### src/rtl/md_unit.sv
`default_nettype none
// ============================================================================
// Module  : md_unit
// Brief   : Iterative radix-2 multiplier / restoring divider, signed/unsigned.
// Rev     : 1.0
// ============================================================================
module md_unit #(
  parameter int WIDTH = 32,
  parameter int CNT_W = 6
) (
  input  logic               clk,
  input  logic               rst,
  input  logic               start_i,
  input  logic               annul_i,
  input  logic               op_div_i,
  input  logic               signed_i,
  input  logic [WIDTH-1:0]   opdata1_i,
  input  logic [WIDTH-1:0]   opdata2_i,
  output logic               busy_o,
  output logic               ready_o,
  output logic [2*WIDTH-1:0] result_o
);

  typedef enum logic [1:0] {
    S_IDLE = 2'd0,
    S_CALC = 2'd1,
    S_SIGN = 2'd2,
    S_DONE = 2'd3
  } state_t;

  state_t             r_state, w_next;
  logic [CNT_W-1:0]   r_cnt;
  logic               r_op_div;
  logic               r_neg;
  logic               r_rem_neg;
  logic [WIDTH-1:0]   r_op1;
  logic [WIDTH-1:0]   r_op2;
  logic [2*WIDTH-1:0] r_acc;
  logic [2*WIDTH-1:0] r_result;

  logic               w_accept, w_dbz, w_go, w_last;
  logic               w_s1, w_s2;
  logic [WIDTH-1:0]   w_mag1, w_mag2;
  logic [WIDTH:0]     w_mul_sum, w_div_rem;
  logic [WIDTH-1:0]   w_div_diff;
  logic               w_div_ge;
  logic [2*WIDTH-1:0] w_mul_next, w_div_next, w_prod_fix;
  logic [WIDTH-1:0]   w_quo, w_rem;

  assign w_accept = ((r_state == S_IDLE) || (r_state == S_DONE)) && start_i && !annul_i;
  assign w_dbz    = w_accept && op_div_i && (opdata2_i == '0);
  assign w_go     = w_accept && !w_dbz;
  assign w_last   = (r_cnt == CNT_W'(WIDTH - 1));

  assign w_s1   = signed_i & opdata1_i[WIDTH-1];
  assign w_s2   = signed_i & opdata2_i[WIDTH-1];
  assign w_mag1 = w_s1 ? -opdata1_i : opdata1_i;
  assign w_mag2 = w_s2 ? -opdata2_i : opdata2_i;

  // Multiply: acc = {hi, lo}; lo starts as multiplier and is shifted out LSB first
  assign w_mul_sum  = {1'b0, r_acc[2*WIDTH-1:WIDTH]} + (r_acc[0] ? {1'b0, r_op1} : {(WIDTH+1){1'b0}});
  assign w_mul_next = {w_mul_sum, r_acc[WIDTH-1:1]};

  // Divide: acc = {remainder, quotient}; the shifted remainder needs WIDTH+1 bits
  assign w_div_rem  = r_acc[2*WIDTH-1:WIDTH-1];
  assign w_div_ge   = (w_div_rem >= {1'b0, r_op2});
  assign w_div_diff = w_div_rem[WIDTH-1:0] - r_op2;
  assign w_div_next = {(w_div_ge ? w_div_diff : w_div_rem[WIDTH-1:0]), r_acc[WIDTH-2:0], w_div_ge};

  assign w_prod_fix = r_neg ? -r_acc : r_acc;
  assign w_quo      = r_neg ? -r_acc[WIDTH-1:0] : r_acc[WIDTH-1:0];
  assign w_rem      = r_rem_neg ? -r_acc[2*WIDTH-1:WIDTH] : r_acc[2*WIDTH-1:WIDTH];

  always_ff @(posedge clk or posedge rst) begin
    if (rst) r_state <= S_IDLE;
    else     r_state <= w_next;
  end

  always_comb begin
    w_next = r_state;
    if (annul_i) begin
      w_next = S_IDLE;
    end else begin
      case (r_state)
        S_IDLE, S_DONE: begin
          if (w_dbz)     w_next = S_DONE;
          else if (w_go) w_next = S_CALC;
          else           w_next = S_IDLE;
        end
        S_CALC:  if (w_last) w_next = S_SIGN;
        S_SIGN:  w_next = S_DONE;
        default: w_next = S_IDLE;
      endcase
    end
  end

  // Annul freezes the datapath so the last delivered result stays visible
  always_ff @(posedge clk or posedge rst) begin
    if (rst) begin
      r_cnt     <= '0;
      r_op_div  <= 1'b0;
      r_neg     <= 1'b0;
      r_rem_neg <= 1'b0;
      r_op1     <= '0;
      r_op2     <= '0;
      r_acc     <= '0;
      r_result  <= '0;
    end else if (!annul_i) begin
      if (w_dbz) begin
        r_result <= {opdata1_i, {WIDTH{1'b1}}};
      end else if (w_go) begin
        r_op_div  <= op_div_i;
        r_neg     <= w_s1 ^ w_s2;
        r_rem_neg <= w_s1;
        r_op1     <= w_mag1;
        r_op2     <= w_mag2;
        r_acc     <= {{WIDTH{1'b0}}, (op_div_i ? w_mag1 : w_mag2)};
        r_cnt     <= '0;
      end else if (r_state == S_CALC) begin
        r_acc <= r_op_div ? w_div_next : w_mul_next;
        r_cnt <= r_cnt + 1'b1;
      end else if (r_state == S_SIGN) begin
        r_result <= r_op_div ? {w_rem, w_quo} : w_prod_fix;
      end
    end
  end

  assign busy_o   = (r_state == S_CALC) || (r_state == S_SIGN);
  assign ready_o  = (r_state == S_DONE);
  assign result_o = r_result;

endmodule
`default_nettype wire

### config.mk
export PLATFORM = sky130hd
export DESIGN_NAME = md_unit
export DESIGN_NICKNAME = d
export VERILOG_FILES = /design/src/rtl/md_unit.sv
export SDC_FILE = /design/constraint.sdc
export NUM_CORES = 1
export LEC_CHECK = 0
export BUFFER_PORTS_ARGS = -buffer_cell sky130_fd_sc_hd__buf_2
export CAP_MARGIN = 20
export CORE_MARGIN = 3
export CORE_UTILIZATION = 57
export DETAILED_ROUTE_END_ITERATION = 10
export PLACE_DENSITY = 0.77
export REMOVE_ABC_BUFFERS = 1
export SLEW_MARGIN = 20
export SYNTH_ARGS = -nofsm -noshare
export SYNTH_HDL_FRONTEND = slang
export SYNTH_SLANG_ARGS = --single-unit
### constraint.sdc
create_clock -name clk -period 9 [get_ports clk]
set_input_delay 0 -clock clk [delete_from_list [all_inputs] [get_ports clk]]
set_output_delay 0 -clock clk [all_outputs]
set_load 0.1 [all_outputs]
==> results of run 1 <==
## repair_timing
item                      in CTS  in global routing
hold endpoints to repair     262                  0
hold buffers                  71                  0
buffers inserted               0                  0
## power by group
group          total (uW)  switching (uW)  leakage, uW  internal, uW
Sequential           1790             476      0.00256          1320
Clock                 986             399     0.000388           587
Combinational        4920            3330      0.00515          1600
Total                7700            4200      0.00809          3500
## synthesized netlist by cell type, types with 30 or more instances
cell / count
sky130_fd_sc_hd__ha_1: 72
sky130_fd_sc_hd__nor2_1: 169
sky130_fd_sc_hd__and2_1: 38
sky130_fd_sc_hd__clkbuf_1: 83
sky130_fd_sc_hd__mux2i_1: 64
sky130_fd_sc_hd__a21oi_1: 159
sky130_fd_sc_hd__o21ai_0: 202
sky130_fd_sc_hd__xor2_1: 72
sky130_fd_sc_hd__nor3_1: 36
sky130_fd_sc_hd__inv_1: 77
sky130_fd_sc_hd__xnor2_1: 101
sky130_fd_sc_hd__a31oi_1: 42
sky130_fd_sc_hd__dfrtp_1: 203
sky130_fd_sc_hd__nand2_1: 210
sky130_fd_sc_hd__nand3_1: 30
## worst paths after layout
kind | end | slack [ps] | cells past startpoint
min in group asynchronous | r_acc[4]$_DFFE_PP0P_ | 200 | 3
setup / recovery | r_acc[13]$_DFFE_PP0P_ | 4330 | 12
setup reg to reg | r_acc[61]$_DFFE_PP0P_ | 4830 | 12
hold / removal | r_acc[29]$_DFFE_PP0P_ | 100 | 3
hold reg to reg | r_op1[26]$_DFFE_PP0P_ | 480 | 2
max in group asynchronous | r_op_div$_DFFE_PP0P_ | 7510 | 4
## worst register-to-register path: stages (launching register included)
cell and delay, ps:
sky130_fd_sc_hd__dfrtp_1 440, sky130_fd_sc_hd__inv_1 210, sky130_fd_sc_hd__ha_1 270, sky130_fd_sc_hd__nor2b_1 180
sky130_fd_sc_hd__o2111ai_1 170, sky130_fd_sc_hd__a2111oi_0 710, sky130_fd_sc_hd__o21ai_0 270, sky130_fd_sc_hd__nand2_1 150
sky130_fd_sc_hd__o21a_1 390, sky130_fd_sc_hd__buf_4 430, sky130_fd_sc_hd__or2_2 320, sky130_fd_sc_hd__o22ai_1 150
sky130_fd_sc_hd__a221o_1 370
## registers in the layout (all words and copies together) (netlist names), 2 cells and up
signal and cells:
r_op2 32, r_acc 64, result_o 64, r_cnt 6, r_op1 32, r_state 2
## logic make-up (layout without fill, tap and decap cells)
group | after synthesis | after routing | synth area share
adders and majority gates | 74 | 74 | 0.0602
DFF | 203 | 203 | 0.325
AOI/OAI and AO/OA | 592 | 592 | 0.231
other | 0 | 2 | 0
muxes | 79 | 79 | 0.0518
buffers and inverters | 191 | 344 | 0.0477
and+or+nand+nor | 623 | 623 | 0.188
xor gates and xnor gates | 173 | 173 | 0.0969
## layout make-up
type                    instances  area [sq um]
fillers                      2229          8980
repair buffers                225          1530
well taps                     341           427
flip-flops and latches        203          5080
clock inverters                 8           100
inverters                      77           302
clock buffers                  34           687
multi-input cells            1541          9840
diodes                          2          5.00
## through the flow
step                      area [sq um]  setup WS, ps
after floorplan                  15200          2660
after global placement           16500          4640
after detailed placement         16500          4530
after CTS                        18000          4500
after global routing             18000          4090
final                            18000          4330
## routing by layer
| metal | track usage | vias up | wire, microns |
|---|---|---|---|
| li1 | - | 7161 | - |
| met1 | 0.476 | 7291 | 21700 |
| met2 | 0.522 | 830 | 22600 |
| met3 | 0.0579 | 153 | 4820 |
| met4 | 0.122 | 0 | 2070 |
| met5 | 0 | - | 0 |
==> impl_results.md, run 1 <==
- Outcome: finished, final reports clean
- Number of nets at the end of the flow: 2215
- Worst setup skew after layout: 14.9 ps
- Vias post-DR: 15.4k
- Clock root buffer: sky130_fd_sc_hd__clkbuf_16
- Ordered list of cells on the worst path: dlygate4sd3_1 > buf_2 > or4_1 > nor3_1 > and3b_1 > and2_1 > and2_1 > buf_4 > or3_4 > buf_4 > nand2_1 > o221a_2
- Setup violation total in the final timing report: 0
- Die extent in y: 172 microns
- Most frequent standard cell in the layout excluding fill and tap cells: sky130_fd_sc_hd__nand2_1
- Antenna-violating nets left: 0
- Number of port buffers: 135
- Min Tclk post-route: 4670 ps
- Clock tree from TritonCTS: yes
- CP Launch Point: opdata2_i[2]
- Final count of pins violating max slew: 0
- Number of search-and-repair iterations in the first detailed-routing pass: 6
- CP Launch Type: input pin
- Cells after Synth: 1935
- Number of distinct library cells after synthesis: 74
- Worst VDD drop: 0.191 mV
- Most used DFF post-synth: sky130_fd_sc_hd__dfrtp_1
- Crit path buffers/inverters: 4
- Total wirelength of the detailed-routed design: 51200 microns
- Crit end category: flip-flop
- Clk Latency, worst-skew pair: 530 ps
- Top library cells by usage in the layout, fill and taps aside: sky130_fd_sc_hd__nand2_1 (208), sky130_fd_sc_hd__o21ai_0 (202), sky130_fd_sc_hd__dfrtp_1 (202)
- Total I/O pin count: 136
- Crit-path slowest cell: sky130_fd_sc_hd__buf_4
- Number of buffers created by CTS: 23
- Largest net degree at the start of global routing: 152
- RSZ-0062 raised after global routing: false
- Total half-perimeter wirelength after legalization and detailed placement: 36900 microns
- Area of the mapped netlist: 15600 sq um
- Placeable core region: 27000 sq um
- Critical path data arrival time: 5080 ps
- Final design utilization: 0.667
- Synth Area per Inst: 8.08 sq um
- Actual slew at the worst max-slew pin: 1110 ps
- Standard-cell row count: 60
- Hold Worst Slack: 96.2 ps
- Worst-path maximum fanout: 103
- Async set-or-reset flop fraction in the synthesized netlist: 1.00
- Normalized max-slew margin: 0.259
- Type of the most critical hold path: in2reg
- EDFF count, synth: 0
- Number of gates resized after cts: 0
- Max Clk Rate: 214 MHz
- Total routing usage reported by global routing: 0.337
- Count of H-tree levels built during CTS: 1
- Fraction of layout cells with a size suffix above 1: 0.119
- Count of yosys warnings during synthesis: 0
- Reg-to-reg critical path startpoint: r_acc[31]$_DFFE_PP0P_
- Pwr dens: 428 nW/um^2
- Routability congestion estimate from global placement: 0.988
- Family of cells with the greatest summed delay on the critical path: simple AND/OR/NAND/NOR gates
- Count of clock tree sinks: 203
- Post-route total power: 7700 uW
- Clock-pin slew reported for the worst setup and hold paths after clock tree synthesis: 60 ps
- Number of max-capacitance violations reported: 0
- Required time at the endpoint of the critical path: 9420 ps
- Antenna violations before repair: 0
- Post-placement cell count: 2316
- Setup TNS Final: 0 ps
- Non-filler instance count after layout: 2431
- Final Cycle Share: 0.518
- Initial core utilization: 0.580
- Residual DRC: 0
- Flops & latches, synth: 203
- Register area share after synthesis: 0.325
- Critical hold path startpoint: op_div_i
- Iteration-0 DRC count of the detailed router: 1771
- WS Path Type: in2reg
- Number of failing hold endpoints at the final stage: 0
- Delay contributed by the slowest stage of the critical path: 780 ps
- P_leak: 0.00809 uW
- Die footprint: 29500 sq um
- Total congestion overflow: 0
- Clock Path Buffers: 3
- Synth top area cells: sky130_fd_sc_hd__dfrtp_1 (32%), sky130_fd_sc_hd__o21ai_0 (6.5%), sky130_fd_sc_hd__ha_1 (5.8%)
- Detailed-route wire length per cell: 21.1 microns
- Dominant cell type by area after synthesis: sky130_fd_sc_hd__dfrtp_1
- Via count of the first global-routing pass: 14.3k
- Width of the chip: 172 microns
- Wire length of the first global-routing pass: 78700 microns
- Area share of the leading cell type in the synthesized netlist: 0.325
- Vias per cell: 6.35
- Area grow syn2layout: 14.9%
(Power assumes the default switching activity.)
==> run 2: changes to the inputs <==
--- a/config.mk
+++ b/config.mk
@@ -8,9 +8,9 @@
 export BUFFER_PORTS_ARGS = -buffer_cell sky130_fd_sc_hd__buf_2
 export CAP_MARGIN = 20
 export CORE_MARGIN = 3
-export CORE_UTILIZATION = 57
+export CORE_UTILIZATION = 56
 export DETAILED_ROUTE_END_ITERATION = 10
-export PLACE_DENSITY = 0.77
+export PLACE_DENSITY = 0.79
 export REMOVE_ABC_BUFFERS = 1
 export SLEW_MARGIN = 20
 export SYNTH_ARGS = -nofsm -noshare
==> constraint.sdc (replaced) <==
create_clock -name clk -period 3.9 [get_ports clk]
set_input_delay 0 -clock clk [delete_from_list [all_inputs] [get_ports clk]]
set_output_delay 0 -clock clk [all_outputs]
set_load 0.1 [all_outputs]
==> run 2 against run 1 <==
Power grew 140%. Hold slack got worse by 45 ps. First-iteration DRC count decreased by 1.0%. Non-clock buffer count grew 29. Sequential share of layout area down 0.57 points. Via count increased by 1.9%. Clock-buffer cell count decreased by 3. Cell area is 2.1% higher. Clock power grew 140%. Routed wire length is 4.4% higher.
==> impl_results.md, run 2 (synthesis results as in run 1) <==
- Outcome: finished, final reports clean (unchanged)
- Residual DRC: 0 (unchanged)
- Die footprint: 30000 sq um (was 29500 sq um)
- Post-route total power: 18200 uW (was 7700 uW)
- Actual slew at the worst max-slew pin: 1000 ps (was 1110 ps)
- Clock-pin slew reported for the worst setup and hold paths after clock tree synthesis: 60 ps (about the same)
- Min Tclk post-route: 3700 ps
- Worst setup timing slack at the placement stage: 290 ps (was 4530 ps)
- Die extent in y: 173 microns (was 172 microns)
- Worst VDD drop: 0.414 mV (was 0.191 mV)
- Largest net degree at the start of global routing: 133 (was 152)
- Critical path data arrival time: 4110 ps (was 5080 ps)
- WS Path Type: reg2reg (was in2reg)
- Clock Path Buffers: 3 (unchanged)
- Clk Latency, worst-skew pair: 530 ps (about the same)
- Register area: 5080 sq um (unchanged)
- Fraction of layout cells with a size suffix above 1: 0.132 (was 0.119)
- Total I/O pin count: 136 (unchanged)
- Fillers: 2252 (was 2229)
- Detailed-route wire length per cell: 21.5 microns (was 21.1 microns)
- Worst setup skew after layout: 11.1 ps (was 14.9 ps)
- Number of buffers created by CTS: 24 (was 23)
- Setup violation total in the final timing report: 0 (unchanged)
- Crit end category: flip-flop (unchanged)
- Via count of the first global-routing pass: 14.9k (was 14.3k)
- Total half-perimeter wirelength after legalization and detailed placement: 39300 microns (was 36900 microns)
- Multi-input logic area: 9860 sq um (was 9840 sq um)
- Number of search-and-repair iterations in the first detailed-routing pass: 6 (unchanged)
- Pwr dens: 995 nW/um^2 (was 428 nW/um^2)
- Vias post-DR: 15.7k (was 15.4k)
- P_leak: 0.00828 uW (was 0.00809 uW)
- Total wirelength of the detailed-routed design: 53400 microns (was 51200 microns)
- Most frequent standard cell in the layout excluding fill and tap cells: sky130_fd_sc_hd__nand2_1 (unchanged)
- Area grow syn2layout: 17.3% (was 14.9%)
- Wire length of the first global-routing pass: 83100 microns (was 78700 microns)
- Clock root buffer: sky130_fd_sc_hd__clkbuf_16 (unchanged)
- Iteration-0 DRC count of the detailed router: 1753 (was 1771)
- Antenna-violating nets left: 0 (unchanged)
- Setup fix buffers added after clock tree synthesis: 0 (unchanged)
- Top library cells by usage in the layout, fill and taps aside: sky130_fd_sc_hd__nand2_1 (208), sky130_fd_sc_hd__o21ai_0 (202), sky130_fd_sc_hd__dfrtp_1 (202) (unchanged)
- Post-placement cell count: 2375 (was 2316)
- Max Clk Rate: 270 MHz
- Non-filler instance count after layout: 2490 (was 2431)
- Initial core utilization: 0.576 (was 0.580)
- Setup TNS Final: 0 ps (unchanged)
- Standard-cell row count: 60 (unchanged)
- Count of H-tree levels built during CTS: 1 (unchanged)
- Post-route worst setup slack: 202 ps (was 4330 ps)
- Worst-path maximum fanout: 19 (was 103)
- CP Launch Type: flip-flop (was input pin)
- Width of the chip: 173 microns (was 172 microns)
- Type of the most critical hold path: in2reg (unchanged)
- Required time at the endpoint of the critical path: 4310 ps (was 9420 ps)
- Clock tree from TritonCTS: yes (unchanged)
- Final count of pins violating max slew: 0 (unchanged)
- Number of failing hold endpoints at the final stage: 0 (unchanged)
- Placeable core region: 27200 sq um (was 27000 sq um)
- Number of nets at the end of the flow: 2245 (was 2215)
- Total routing usage reported by global routing: 0.345 (was 0.337)
- Total congestion overflow: 0 (unchanged)
- Vias per cell: 6.32 (was 6.35)
- RSZ-0062 raised after global routing: false (unchanged)
- Routability congestion estimate from global placement: 1.03 (was 0.988)
- Normalized max-slew margin: 0.333 (was 0.259)
- Antenna violations before repair: 1 (was 0)
- Number of max-capacitance violations reported: 0 (unchanged)
- Number of port buffers: 135 (unchanged)
- Count of clock tree sinks: 203 (unchanged)
- Final Cycle Share: 0.948
## run 2: per-layer routing
layer	global-route usage	share of wire	vias up
met1	0.481	0.43	7467
met4	0.112	0.037	0
met2	0.546	0.44	859
met5	0	0	-
li1	-	-	7236
met3	0.0619	0.094	164
## run 2: repair_timing
item | in CTS | in global routing
resized for setup | 0 | 8
endpoints found under the hold margin | 251 | 0
endpoints found under the setup margin | 0 | 1
hold buffers | 72 | 0
## run 2: worst paths after layout
check | from | end | slack (ps) | cells after the start
worst max-delay path | r_acc[0]$_DFFE_PP0P_ | r_acc[61]$_DFFE_PP0P_ | 200 | 12
worst min-delay path | opdata2_i[2] | r_acc[3]$_DFFE_PP0P_ | 50 | 5
worst max register to register | r_acc[0]$_DFFE_PP0P_ | r_acc[61]$_DFFE_PP0P_ | 200 | 12
worst min register to register | result_o[39]$_DFFE_PP0P_ | result_o[39]$_DFFE_PP0P_ | 490 | 2
max in group asynchronous | rst | r_acc[45]$_DFFE_PP0P_ | 2620 | 4
min in group asynchronous | rst | r_acc[8]$_DFFE_PP0P_ | 200 | 3
## run 2: per-stage QoR
stage          instance area (sq um)  hold WS, ps  utilization
2_1_floorplan                  15200         93.3            -
3_3_place_gp                   16800          279        0.617
5_1_grt                        18300         90.0        0.675
4_1_cts                        18300         24.5        0.674
3_5_place_dp                   16800          289        0.617
6_report                       18300         50.9        0.675
## run 2: layout make-up
cell class,instances,share of cell area
clock buffers,31,0.0359
multi-input cells,1541,0.537
flip-flops and latches,203,0.277
inverters,77,0.0162
clock inverters,11,0.00880
diodes,1,0.000136
repair buffers,254,0.0992
well taps,372,0.0254
## run 2: power breakdown
| part | leakage [uW] | internal (uW) | switching (uW) | total (uW) |
|---|---|---|---|---|
| sequential | 0.00256 | 3040 | 1160 | 4190 |
| combinational | 0.00532 | 3870 | 7810 | 11700 |
| clock | 0.000402 | 1450 | 920 | 2370 |
| total | 0.00828 | 8360 | 9880 | 18200 |
## run 2: critical path, stage by stage (launching register included)
cell and delay [ps]:
sky130_fd_sc_hd__dfrtp_1 730, sky130_fd_sc_hd__buf_4 280, sky130_fd_sc_hd__and2_1 150, sky130_fd_sc_hd__ha_1 320, sky130_fd_sc_hd__a21oi_1 250, sky130_fd_sc_hd__o21ai_0 140, sky130_fd_sc_hd__a211oi_1 260, sky130_fd_sc_hd__a211oi_1 130
sky130_fd_sc_hd__o311a_1 390, sky130_fd_sc_hd__or2_2 280, sky130_fd_sc_hd__a41oi_1 250, sky130_fd_sc_hd__xnor2_1 100, sky130_fd_sc_hd__a221o_1 300
==> run 3: changes to the inputs <==
--- a/config.mk
+++ b/config.mk
@@ -8,9 +8,9 @@
 export BUFFER_PORTS_ARGS = -buffer_cell sky130_fd_sc_hd__buf_2
 export CAP_MARGIN = 20
 export CORE_MARGIN = 3
-export CORE_UTILIZATION = 56
+export CORE_UTILIZATION = 57
 export DETAILED_ROUTE_END_ITERATION = 10
-export PLACE_DENSITY = 0.79
+export PLACE_DENSITY = 0.77
 export REMOVE_ABC_BUFFERS = 1
 export SLEW_MARGIN = 20
 export SYNTH_ARGS = -nofsm -noshare
==> constraint.sdc (replaced) <==
create_clock -name clk -period 3.97 [get_ports clk]
set_input_delay 0 -clock clk [delete_from_list [all_inputs] [get_ports clk]]
set_output_delay 0 -clock clk [all_outputs]
set_load 0.1 [all_outputs]
==> run 3 against run 2 <==
Routed wire length down 4.1%. First-iteration DRC count increased by 18%. Power is 4.6% lower. Sequential cell count unchanged.
==> impl_results.md, run 3 (synthesis results as in run 1) <==
- Diode insertion count for antenna repair: 0 (was 1)
- Number of max-capacitance violations reported: 0 (unchanged)
- Number of buffers created by CTS: 22 (was 24)
- Largest net degree at the start of global routing: 127 (was 133)
- Top library cells by usage in the layout, fill and taps aside: sky130_fd_sc_hd__nand2_1 (208), sky130_fd_sc_hd__o21ai_0 (202), sky130_fd_sc_hd__dfrtp_1 (202) (unchanged)
- Clock root buffer: sky130_fd_sc_hd__clkbuf_16 (unchanged)
- Residual DRC: 0 (unchanged)
- Clock Path Buffers: 3 (unchanged)
- Setup fix buffers added after clock tree synthesis: 0 (unchanged)
- Number of failing hold endpoints at the final stage: 0 (unchanged)
- Outcome: finished, final reports clean (unchanged)
- Total wirelength of the detailed-routed design: 51200 microns (was 53400 microns)
- Clock tree from TritonCTS: yes (unchanged)
- Actual slew at the worst max-slew pin: 1080 ps (was 1000 ps)
- Iteration-0 DRC count of the detailed router: 2077 (was 1753)
- Die extent in y: 172 microns (was 173 microns)
- Delay contributed by the slowest stage of the critical path: 590 ps (was 730 ps)
- Min Tclk post-route: 3710 ps
- CP Launch Type: input pin (was flip-flop)
- Crit-path slowest cell: sky130_fd_sc_hd__or4_1 (was sky130_fd_sc_hd__dfrtp_1)
- Fillers: 2162 (was 2252)
- WS Path Type: in2reg (was reg2reg)
- Clk Latency, worst-skew pair: 510 ps (was 530 ps)
- Total routing usage reported by global routing: 0.339 (was 0.345)
- Max Clk Rate: 270 MHz
- Count of clock tree sinks: 203 (unchanged)
- Register area: 5080 sq um (unchanged)
- Type of the most critical hold path: in2reg (unchanged)
- Final Cycle Share: 0.934
- Total I/O pin count: 136 (unchanged)
- Number of gates resized after cts: 0 (unchanged)
- Number of nets at the end of the flow: 2223 (was 2245)
- Antenna-violating nets left: 0 (unchanged)
- Number of port buffers: 135 (unchanged)
- Multi-input logic area: 9840 sq um (was 9860 sq um)
- Ordered list of cells on the worst path: dlygate4sd3_1 > buf_2 > or4_1 > nor3_1 > and3b_1 > and2_1 > and2_1 > nor3_2 > buf_4 > nand3_1 > dlygate4sd3_1 > o21ai_0 (was buf_4 > and2_1 > ha_1 > a21oi_1 > o21ai_0 > a211oi_1 > a211oi_1 > o311a_1 > or2_2 > a41oi_1 > xnor2_1 > a221o_1)
- Total half-perimeter wirelength after legalization and detailed placement: 37500 microns (was 39300 microns)
- Vias post-DR: 15.6k (was 15.7k)
- Worst setup skew after layout: 16.9 ps (was 11.1 ps)
- Worst-path maximum fanout: 66 (was 19)
- Placeable core region: 27000 sq um (was 27200 sq um)
- Initial core utilization: 0.580 (was 0.576)
- Pwr dens: 969 nW/um^2 (was 995 nW/um^2)
- Wire length of the first global-routing pass: 79400 microns (was 83100 microns)
- Area grow syn2layout: 14.8% (was 17.3%)
- Count of H-tree levels built during CTS: 1 (unchanged)
- Worst VDD drop: 0.404 mV (was 0.414 mV)
- Routability congestion estimate from global placement: 1.06 (was 1.03)
- Post-route total power: 17400 uW (was 18200 uW)
- Detailed-route wire length per cell: 21.0 microns (was 21.5 microns)
- Required time at the endpoint of the critical path: 4340 ps (was 4310 ps)
- RSZ-0062 raised after global routing: false (unchanged)
- Via count of the first global-routing pass: 14.7k (was 14.9k)
- Standard-cell row count: 60 (unchanged)
- Die footprint: 29500 sq um (was 30000 sq um)
- Setup TNS Final: 0 ps (unchanged)
- Vias per cell: 6.42 (was 6.32)
- Antenna violations before repair: 0 (was 1)
- Most frequent standard cell in the layout excluding fill and tap cells: sky130_fd_sc_hd__nand2_1 (unchanged)
- Number of search-and-repair iterations in the first detailed-routing pass: 6 (unchanged)
- P_leak: 0.00811 uW (was 0.00828 uW)
- Crit end category: flip-flop (unchanged)
- Normalized max-slew margin: 0.280 (was 0.333)
- Width of the chip: 172 microns (was 173 microns)
- Hold Worst Slack: 47.7 ps (was 50.9 ps)
- Total congestion overflow: 0 (unchanged)
- Fraction of layout cells with a size suffix above 1: 0.122 (was 0.132)
- Setup violation total in the final timing report: 0 (unchanged)
- Critical path data arrival time: 4080 ps (was 4110 ps)
- Final count of pins violating max slew: 0 (unchanged)
- Clock-pin slew reported for the worst setup and hold paths after clock tree synthesis: 70 ps (was 60 ps)
[run 3: cell count changes in the layout (fill, tap and decap cells not counted), moves of 2 or more]
cell	before	now
sky130_fd_sc_hd__clkbuf_1	5	9
sky130_fd_sc_hd__clkbuf_16	25	23
sky130_fd_sc_hd__and2_2	2	0
sky130_fd_sc_hd__dlygate4sd3_1	72	65
sky130_fd_sc_hd__bufinv_16	4	1
sky130_fd_sc_hd__buf_4	41	30
sky130_fd_sc_hd__and2_1	36	38
[run 3: metrics by stage]
step | area (sq um) | utilization | cells | setup WS (ps)
2_1_floorplan | 15200 | - | 1821 | -2370
3_3_place_gp | 16600 | 0.617 | 2331 | 564
3_5_place_dp | 16600 | 0.617 | 2331 | 476
4_1_cts | 18000 | 0.666 | 2436 | 418
5_1_grt | 18000 | 0.666 | 2436 | 143
6_report | 18000 | 0.666 | 2436 | 262
[run 3: worst max-delay path, delay by kind of cell]
family | cells | cell delay, ps
buffers and inverters | 4 | 1610
AO/OA/AOI/OAI | 1 | 80
AND/OR/NAND/NOR | 7 | 2370
[run 3: per-layer routing]
layer / part of all wire / vias to the layer above / global-route usage
li1: - / 7158 / -
met1: 0.41 / 7352 / 0.457
met2: 0.44 / 956 / 0.534
met3: 0.11 / 183 / 0.0722
met4: 0.045 / 0 / 0.138
met5: 0 / - / 0
[run 3: area by class of cell]
class | instances | share of cell area
clock buffer | 33 | 0.0347
multi-input combinational | 1541 | 0.548
timing repair buffer | 234 | 0.0909
sequential | 203 | 0.283
clock inverter | 7 | 0.00348
inverter | 77 | 0.0165
tap | 341 | 0.0238
[run 3: power by group]
group / leakage [uW] / switching, uW / internal (uW)
clock: 0.000335 / 857 / 1150
sequential: 0.00256 / 1050 / 2980
combinational: 0.00522 / 7630 / 3740
total: 0.00811 / 9530 / 7870
[run 3: repair_timing]
item                                    in CTS  in global routing
endpoints found under the hold margin      229                  0
endpoints found under the setup margin       0                  0
hold buffers                                65                  0
[run 3: path summary, 6_finish.rpt]
path | end | startpoint | cells past startpoint | slack (ps)
hold reg to reg | r_op1[12]$_DFFE_PP0P_ | r_op1[12]$_DFFE_PP0P_ | 2 | 490
setup reg to reg | r_acc[35]$_DFFE_PP0P_ | r_acc[31]$_DFFE_PP0P_ | 13 | 400
hold / removal | r_cnt[1]$_DFFE_PP0P_ | start_i | 3 | 50
max in group asynchronous | r_acc[47]$_DFFE_PP0P_ | rst | 4 | 2680
min in group asynchronous | r_acc[7]$_DFFE_PP0P_ | rst | 3 | 200
setup / recovery | r_neg$_DFFE_PP0P_ | opdata2_i[2] | 12 | 260
